File: src/rtl/wormhole_output_allocator_if.sv
// Handshake bundle between the five input FIFOs and one output-port allocator.
// The pkt_cnt signal exists only when ALLOC_PKT_CNT_EN is defined.
interface wormhole_output_allocator_if #(
  parameter int CW = 3
);
  logic [4:0]    req;
  logic [4:0]    head;
  logic [4:0]    tail;
  logic          credit_in;
  logic [4:0]    grant;
  logic [4:0]    xbar_sel;
  logic          valid_out;
  logic [CW-1:0] credits;
  logic          busy;
  logic          cred_err;
`ifdef ALLOC_PKT_CNT_EN
  logic [15:0]   pkt_cnt;

  modport master (
    output req, head, tail, credit_in,
    input  grant, xbar_sel, valid_out, credits, busy, cred_err, pkt_cnt
  );
  modport slave (
    input  req, head, tail, credit_in,
    output grant, xbar_sel, valid_out, credits, busy, cred_err, pkt_cnt
  );
`else
  modport master (
    output req, head, tail, credit_in,
    input  grant, xbar_sel, valid_out, credits, busy, cred_err
  );
  modport slave (
    input  req, head, tail, credit_in,
    output grant, xbar_sel, valid_out, credits, busy, cred_err
  );
`endif
endinterface

File: src/rtl/wormhole_output_allocator.sv
// Round-robin wormhole allocator for one mesh output port with credit flow control.
// Optional completed-packet counter enabled by defining ALLOC_PKT_CNT_EN.
module wormhole_output_allocator #(
  parameter int CREDITS = 4,
  parameter int CW      = 3
) (
  input  logic                         clk,
  input  logic                         rst,
  wormhole_output_allocator_if.slave   bus
);

  typedef enum logic {IDLE, LOCKED} state_e;

  state_e        state_q, state_d;
  logic [2:0]    owner_q, owner_d;
  logic [2:0]    rr_ptr_q, rr_ptr_d;
  logic [4:0]    xbar_sel_q, xbar_sel_d;
  logic [CW-1:0] credits_q, credits_d;
  logic          cred_err_q, cred_err_d;

  logic [4:0]    cand;
  logic [2:0]    pick;
  logic          pick_vld;
  logic [3:0]    scan;
  logic          owner_req;
  logic          owner_tail;
  logic          xfer;
  logic [4:0]    grant_c;
  logic          valid_c;

  assign cand       = bus.req & bus.head;
  assign owner_req  = bus.req[owner_q];
  assign owner_tail = bus.tail[owner_q];
  assign xfer       = (state_q == LOCKED) && owner_req && (credits_q != '0);

  // Scan rr_ptr, rr_ptr+1, ... modulo 5; first candidate wins.
  always_comb begin
    pick     = '0;
    pick_vld = 1'b0;
    scan     = '0;
    for (int unsigned k = 0; k < 5; k++) begin
      scan = {1'b0, rr_ptr_q} + 4'(k);
      if (scan >= 4'd5) scan = scan - 4'd5;
      if (!pick_vld && cand[scan[2:0]]) begin
        pick     = scan[2:0];
        pick_vld = 1'b1;
      end
    end
  end

  always_comb begin
    state_d    = state_q;
    owner_d    = owner_q;
    rr_ptr_d   = rr_ptr_q;
    xbar_sel_d = xbar_sel_q;
    grant_c    = '0;
    valid_c    = 1'b0;
    unique case (state_q)
      IDLE: begin
        if (pick_vld) begin
          owner_d    = pick;
          xbar_sel_d = 5'(1) << pick;
          state_d    = LOCKED;
        end
      end
      LOCKED: begin
        if (xfer) begin
          grant_c = xbar_sel_q;
          valid_c = 1'b1;
          if (owner_tail) begin
            state_d    = IDLE;
            xbar_sel_d = '0;
            rr_ptr_d   = (owner_q == 3'd4) ? 3'd0 : 3'(owner_q + 3'd1);
          end
        end
      end
      default: state_d = IDLE;
    endcase
  end

  // Simultaneous return and consume leave the count unchanged.
  always_comb begin
    credits_d  = credits_q;
    cred_err_d = cred_err_q;
    unique case ({xfer, bus.credit_in})
      2'b10: credits_d = credits_q - 1'b1;
      2'b01: begin
        if (credits_q == CW'(CREDITS)) cred_err_d = 1'b1;
        else                           credits_d  = credits_q + 1'b1;
      end
      default: ;
    endcase
  end

  always_ff @(posedge clk) begin
    if (rst) begin
      state_q    <= IDLE;
      owner_q    <= '0;
      rr_ptr_q   <= '0;
      xbar_sel_q <= '0;
      credits_q  <= CW'(CREDITS);
      cred_err_q <= 1'b0;
    end else begin
      state_q    <= state_d;
      owner_q    <= owner_d;
      rr_ptr_q   <= rr_ptr_d;
      xbar_sel_q <= xbar_sel_d;
      credits_q  <= credits_d;
      cred_err_q <= cred_err_d;
    end
  end

`ifdef ALLOC_PKT_CNT_EN
  logic [15:0] pkt_cnt_q;

  always_ff @(posedge clk) begin
    if (rst)                    pkt_cnt_q <= '0;
    else if (xfer && owner_tail) pkt_cnt_q <= pkt_cnt_q + 16'd1;
  end

  assign bus.pkt_cnt = pkt_cnt_q;
`endif

  assign bus.grant     = grant_c;
  assign bus.valid_out = valid_c;
  assign bus.xbar_sel  = xbar_sel_q;
  assign bus.busy      = (state_q == LOCKED);
  assign bus.credits   = credits_q;
  assign bus.cred_err  = cred_err_q;

endmodule

File: src/flat_wrapper.sv
// flat-port wrapper written by rule: the top's interface ports become plain ports
module wormhole_output_allocator_flat 
#(
  parameter int CREDITS = 4,
  parameter int CW      = 3
)
  (clk, rst, bus_req, bus_head, bus_tail, bus_credit_in, bus_grant, bus_xbar_sel, bus_valid_out, bus_credits, bus_busy, bus_cred_err);
  wormhole_output_allocator_if #(.CW(CW)) bus_i ();
  input  logic clk;
  input  logic rst;
  input wire logic [$bits(bus_i.req)-1:0] bus_req;
  input wire logic [$bits(bus_i.head)-1:0] bus_head;
  input wire logic [$bits(bus_i.tail)-1:0] bus_tail;
  input wire logic [$bits(bus_i.credit_in)-1:0] bus_credit_in;
  output wire logic [$bits(bus_i.grant)-1:0] bus_grant;
  output wire logic [$bits(bus_i.xbar_sel)-1:0] bus_xbar_sel;
  output wire logic [$bits(bus_i.valid_out)-1:0] bus_valid_out;
  output wire logic [$bits(bus_i.credits)-1:0] bus_credits;
  output wire logic [$bits(bus_i.busy)-1:0] bus_busy;
  output wire logic [$bits(bus_i.cred_err)-1:0] bus_cred_err;
  assign bus_i.req = bus_req;
  assign bus_i.head = bus_head;
  assign bus_i.tail = bus_tail;
  assign bus_i.credit_in = bus_credit_in;
  assign bus_grant = bus_i.grant;
  assign bus_xbar_sel = bus_i.xbar_sel;
  assign bus_valid_out = bus_i.valid_out;
  assign bus_credits = bus_i.credits;
  assign bus_busy = bus_i.busy;
  assign bus_cred_err = bus_i.cred_err;
  wormhole_output_allocator #(.CREDITS(CREDITS), .CW(CW)) u_core (.clk(clk), .rst(rst), .bus(bus_i));
endmodule
File: config.mk
export PLATFORM = sky130hd
export DESIGN_NAME = wormhole_output_allocator_flat
export DESIGN_NICKNAME = d
export VERILOG_FILES = /design/src/rtl/wormhole_output_allocator_if.sv /design/src/rtl/wormhole_output_allocator.sv /design/src/flat_wrapper.sv
export SDC_FILE = /design/constraint.sdc
export NUM_CORES = 1
export LEC_CHECK = 0
export BUFFER_PORTS_ARGS = -buffer_cell sky130_fd_sc_hd__buf_2
export CORE_UTILIZATION = 40
export DETAILED_ROUTE_END_ITERATION = 16
export SETUP_SLACK_MARGIN = 0.4
export SLEW_MARGIN = 20
export SYNTH_ARGS = -nofsm -noshare
export SYNTH_HDL_FRONTEND = slang
export SYNTH_SLANG_ARGS = --single-unit
File: constraint.sdc
create_clock -name clk -period 3 [get_ports clk]
set_input_delay 0.3 -clock clk [delete_from_list [all_inputs] [get_ports clk]]
set_output_delay 0.3 -clock clk [all_outputs]
set_load 0.005 [all_outputs]
== After elaboration in Yosys (flattened, before gate mapping) ==
Index checks and enable logic that the tools add are counted.
Operators by class
  add/sub/neg operators: 12
  order comparisons: 11
  equal/unequal tests: 8
  shift-type cells: 1
  muxes and demuxes: 44
  bitwise gates (word level): 2
  reductions and logical operators: 17
Operators with widths (count)
  two-way mux 3 bit: 12
  two-way mux 5 bit: 5
  < comparator 3 x 4 -> 1 bit (second input constant): 6
  binary-select mux 1 bit (select 3 bit): 7
  two-way mux 1 bit: 17
  >= comparator 4 x 3 -> 1 bit (second input constant): 4
  subtractor 3 bit (second input constant): 5
  one-hot mux 5 bit (2 select lines): 1
  adder 3 x 2 -> 4 bit (second input constant): 2
  adder 3 x 1 -> 3 bit (second input constant): 2
  equality test 3 bit (second input constant): 2
  logical AND 1 bit: 6
  inequality test 2 bit (second input constant): 3
  one-hot mux 3 bit (2 select lines): 1
  AND reduction 2 bit: 3
  AND reduction 3 bit: 2
  AND 5 bit: 1
  << shifter 1 x 3 -> 5 bit (first input constant): 1
  adder 3 x 1 -> 4 bit (second input constant): 1
  adder 3 x 3 -> 4 bit (second input constant): 1
  logical NOT 1 bit: 4
  >= comparator 3 bit (second input constant): 1
  nonzero test 3 bit: 1
  subtractor 3 x 1 -> 3 bit (second input constant): 1
  6 further kinds: 6
Word-level totals
  register bits after elaboration: 16

== Depth between registers and ports, before layout ==
  word-level depth: 20
  gate-level depth with buffers: 16
  gate-level depth less buffers: 13

== Least setup slack after synthesis ==
OpenSTA, ideal clock, no wires.
  path kind: reg-to-reg
  start point: register u_core.rr_ptr_q[0]
  end point: register u_core.xbar_sel_q[0], in the netlist u_core.bus.xbar_sel[0]
  setup time: 0.059 ns
  arrival time: 3.188 ns
  setup slack: -0.247 ns
  stages on the path, launching flop included: 16
  clock period less this slack: 3.247 ns
  path through: dfxtp_1 -> buf_2 -> inv_2 -> buf_2 -> ha_1 -> inv_1 -> fa_1 -> clkbuf_1 -> or4_1 -> a21o_1 -> o311ai_2 -> nor2_2 -> and2_4 -> a21oi_4 -> nor4b_4 -> a22o_1
Between the ends
  word-level cells in the longest chain between the ends: 20
  elaborated cells between the ends (all ways): 52
  those cells by class: add/sub: 9; order compare: 5; eq/ne: 1; shift: 1; mux: 27; reduce/logical: 9
RTL lines
  from (decl): line wormhole_output_allocator.sv:16  | logic [2:0] rr_ptr_q, rr_ptr_d;
  from (signal assigned): line wormhole_output_allocator.sv:106  | rr_ptr_q <= rr_ptr_d;
  branches (longest 20 deep; another with adder 3 x 1 -> 4 bit)
  to (signal assigned): line wormhole_output_allocator.sv:107  | xbar_sel_q <= xbar_sel_d;
  to (decl): line wormhole_output_allocator.sv:17  | logic [4:0] xbar_sel_q, xbar_sel_d;
Several ways; the timed one is not identified. The select of a mux whose other input is x is not followed.
A chain may end at the register's enable or synchronous reset.

== Worst setup path in the final report ==
Same ends and word-level chain as after synthesis.

==> summary.txt <==
Run status
  – Status: finished, final reports clean

Timing
  – Max-slew violations: 0
  – Clock skew: 0.00150 ns
  – Worst-margin pin slew: 0.445 ns
  – Final hold violations: 0
  – RSZ-0062 raised after global routing: true
  – Rel. slew slack: 70.1%
  – Crit share post-route: 93.6%
  – Tmin final: 2.81 ns
  – Hold slack: 0.409 ns
  – Fmax: 0.356 GHz
  – Final setup vio count: 0

Pwr
  – Pleak: 1.16 nW
  – PwrDens: 836 mW/mm^2
  – Peak supply drop: 0.420 mV

Min path
  – Worst hold path class: in -> reg

Worst setup path
  – Slowest cell on the critical path: or3_4
  – Crit Path Max Fanout: 8
  – Endpoint class of the critical path: flop
  – Critical-path cell list: inv_4 -> ha_4 -> inv_2 -> fa_2 -> or3_4 -> and3_4 -> o311ai_4 -> nor2_4 -> and2_4 -> a22oi_2 -> nor4b_4 -> a22o_1
  – Buffers & Inverters on Critical Path: 2
  – Startpoint Class: flop
  – Largest delay share family, worst path: simple AND/OR/NAND/NOR gates
  – Worst Path Arrival: 2.96 ns
  – Setup CP Type: reg -> reg
  – Worst EP required: 3.15 ns
  – Largest stage delay, worst path: 0.40 ns

Clock tree
  – CTS clk-pin slew, worst paths: 0.07 ns
  – CTS root buf: clkbuf_8
  – Hold Buf Count CTS: 0
  – Longest Clk Path Bufs: 2
  – Total CTS buffers: 3
  – Worst-Skew Late Latency: 0.25 ns
  – CTS tree: yes
  – H-tree depth: 1
  – Clk sinks: 16

Floorplan
  – Initial core utilization: 41.8%
  – Top-Level Pins: 34
  – Std-Cell Rows: 25
  – DIE HEIGHT: 72.5 um
  – Chip Width: 72.5 um
  – Die ar.: 0.00526 sq mm
  – Core ar.: 0.00475 sq mm

Synthesis
  – Syn Nets: 285
  – Post-synth EDFFs: 0
  – Sequential share of the synthesized area: 16.1%
  – Synthesized area: 0.00199 sq mm
  – Syn Area/Cell: 7.80 sq um
  – Synth top area share: 16.1%
  – Biggest area consumer among synthesized cells: dfxtp_1
  – Ys flop type: dfxtp_1
  – Largest cells by area after synthesis: dfxtp_1, ha_1, mux4_2
  – Warnings, synthesis: 0
  – Synth cell types: 72
  – Yosys reg bits: 16
  – Cell count after synthesis: 255
  – Asr flop ratio synth: 0%

Route
  – Final antenna-violating net count: 0
  – DRT Wirelength: 6160 um
  – Vias after detailed routing: 2,220
  – DRC violations left: 0
  – Pre-Repair DR Iteration Count: 4
  – Routed length per instance: 15.9 um
  – DR vias/cell: 5.72
  – Initial DRC Count: 137

Layout
  – Net count, final: 352
  – Reg area: 329 sq um
  – Most frequent cells in the layout: buf_4, buf_2, nand2_1, nor2_1, dfxtp_1
  – # diodes: 0
  – Fillcell total: 437
  – Area delta synth->final: 42.9%
  – Layout Cells excl Fill: 388
  – Core Util, Final: 59.8%
  – Share of cells above drive strength 1: 41.1%
  – Multi-input gate area: 0.00186 sq mm
  – Commonest non-fill, non-tap cell in the layout: buf_4

Global routing
  – Total GRT Usage: 24.3%
  – Antenna violations before repair: 0
  – GRT overflow: 0
  – First-pass GRT wire length: 9850 um
  – Vias in the first global route: 2,020
  – Largest net degree at the start of global routing: 17

Placed design
  – Routability congestion estimate from global placement: 0.952
  – DPL Wire Length: 4690 um
  – Buffers on Ports: 33
  – Placed insts: 372

Flow run
  – Max Cap Viol: 0
## final cells by class
class                      instances  area share (%)
clock buffer                       4            1.94
timing repair buffer              72            16.6
tap                               67            2.95
multi-input combinational        218            65.3
inverter                          11            1.63
sequential                        16            11.6
## cells in the mapped netlist (8+ instances only)
cell type	number
buf_2	8
inv_1	9
nor2_1	21
and2_1	10
a21oi_1	11
dfxtp_1	16
nand2b_1	11
nand3_1	9
o21ai_0	8
nand2_1	22
ha_1	10
## sequential cells by signal (all words and copies together) (netlist names)
register and cells:
u_core.owner_q 3, u_core.bus.cred_err 1, u_core.bus.xbar_sel 5, u_core.bus.credits 3, u_core.bus.busy 1, u_core.rr_ptr_q 3
## metal layers
metal	routed length, um	global-route usage [%]
met1	2880	33.7
met2	2840	38.6
met3	341	3.33
met4	106	8.06
met5	0	0
## through the flow
step | cell area [sq um] | setup TNS (ns) | total power, W | worst slack (ns)
CTS | 2760 | 0 | 0.00227 | 0.207
detailed placement | 2440 | -0.193 | 0.00183 | -0.0623
floorplan | 2060 | -0.0192 | 0.00140 | -0.00973
finish | 2840 | 0 | 0.00238 | 0.192
global placement | 2440 | -0.0209 | 0.00183 | -0.0109
global route | 2840 | 0 | 0.00255 | 0.0619
## final timing paths
check / slack (ns) / from / to / cells after the start
max: 0.19 / u_core.rr_ptr_q[0]$_SDFFE_PP0P_ / u_core.bus.xbar_sel[0]$_SDFFE_PP0P_ / 12
min: 0.41 / rst / u_core.bus.cred_err$_SDFFE_PP0P_ / 2
max reg2reg: 0.19 / u_core.rr_ptr_q[0]$_SDFFE_PP0P_ / u_core.bus.xbar_sel[0]$_SDFFE_PP0P_ / 12
min reg2reg: 0.48 / u_core.bus.cred_err$_SDFFE_PP0P_ / u_core.bus.cred_err$_SDFFE_PP0P_ / 2
## cells by family after synthesis
kind of cell / synth area share, %
adders and majority gates: 8.30
and+or+nand+nor: 32.0
muxes: 6.54
xor gates and xnor gates: 1.32
AOI/OAI and AO/OA: 31.1
buffers and inverters: 4.65
DFF: 16.1
## power by group
part / switching (W) / internal [W] / total, W
Clock: 0.0000800 / 0.000117 / 0.000197
Sequential: 0.0000916 / 0.000282 / 0.000374
Combinational: 0.000913 / 0.000894 / 0.00181
## repair_timing
item	in CTS	in global routing
gates resized for setup	39	11
pin swaps	16	8
setup endpoints to repair	9	9
buffers inserted	9	2
gates cloned	1	0
No activity file was read; power rests on OpenSTA's default activity.
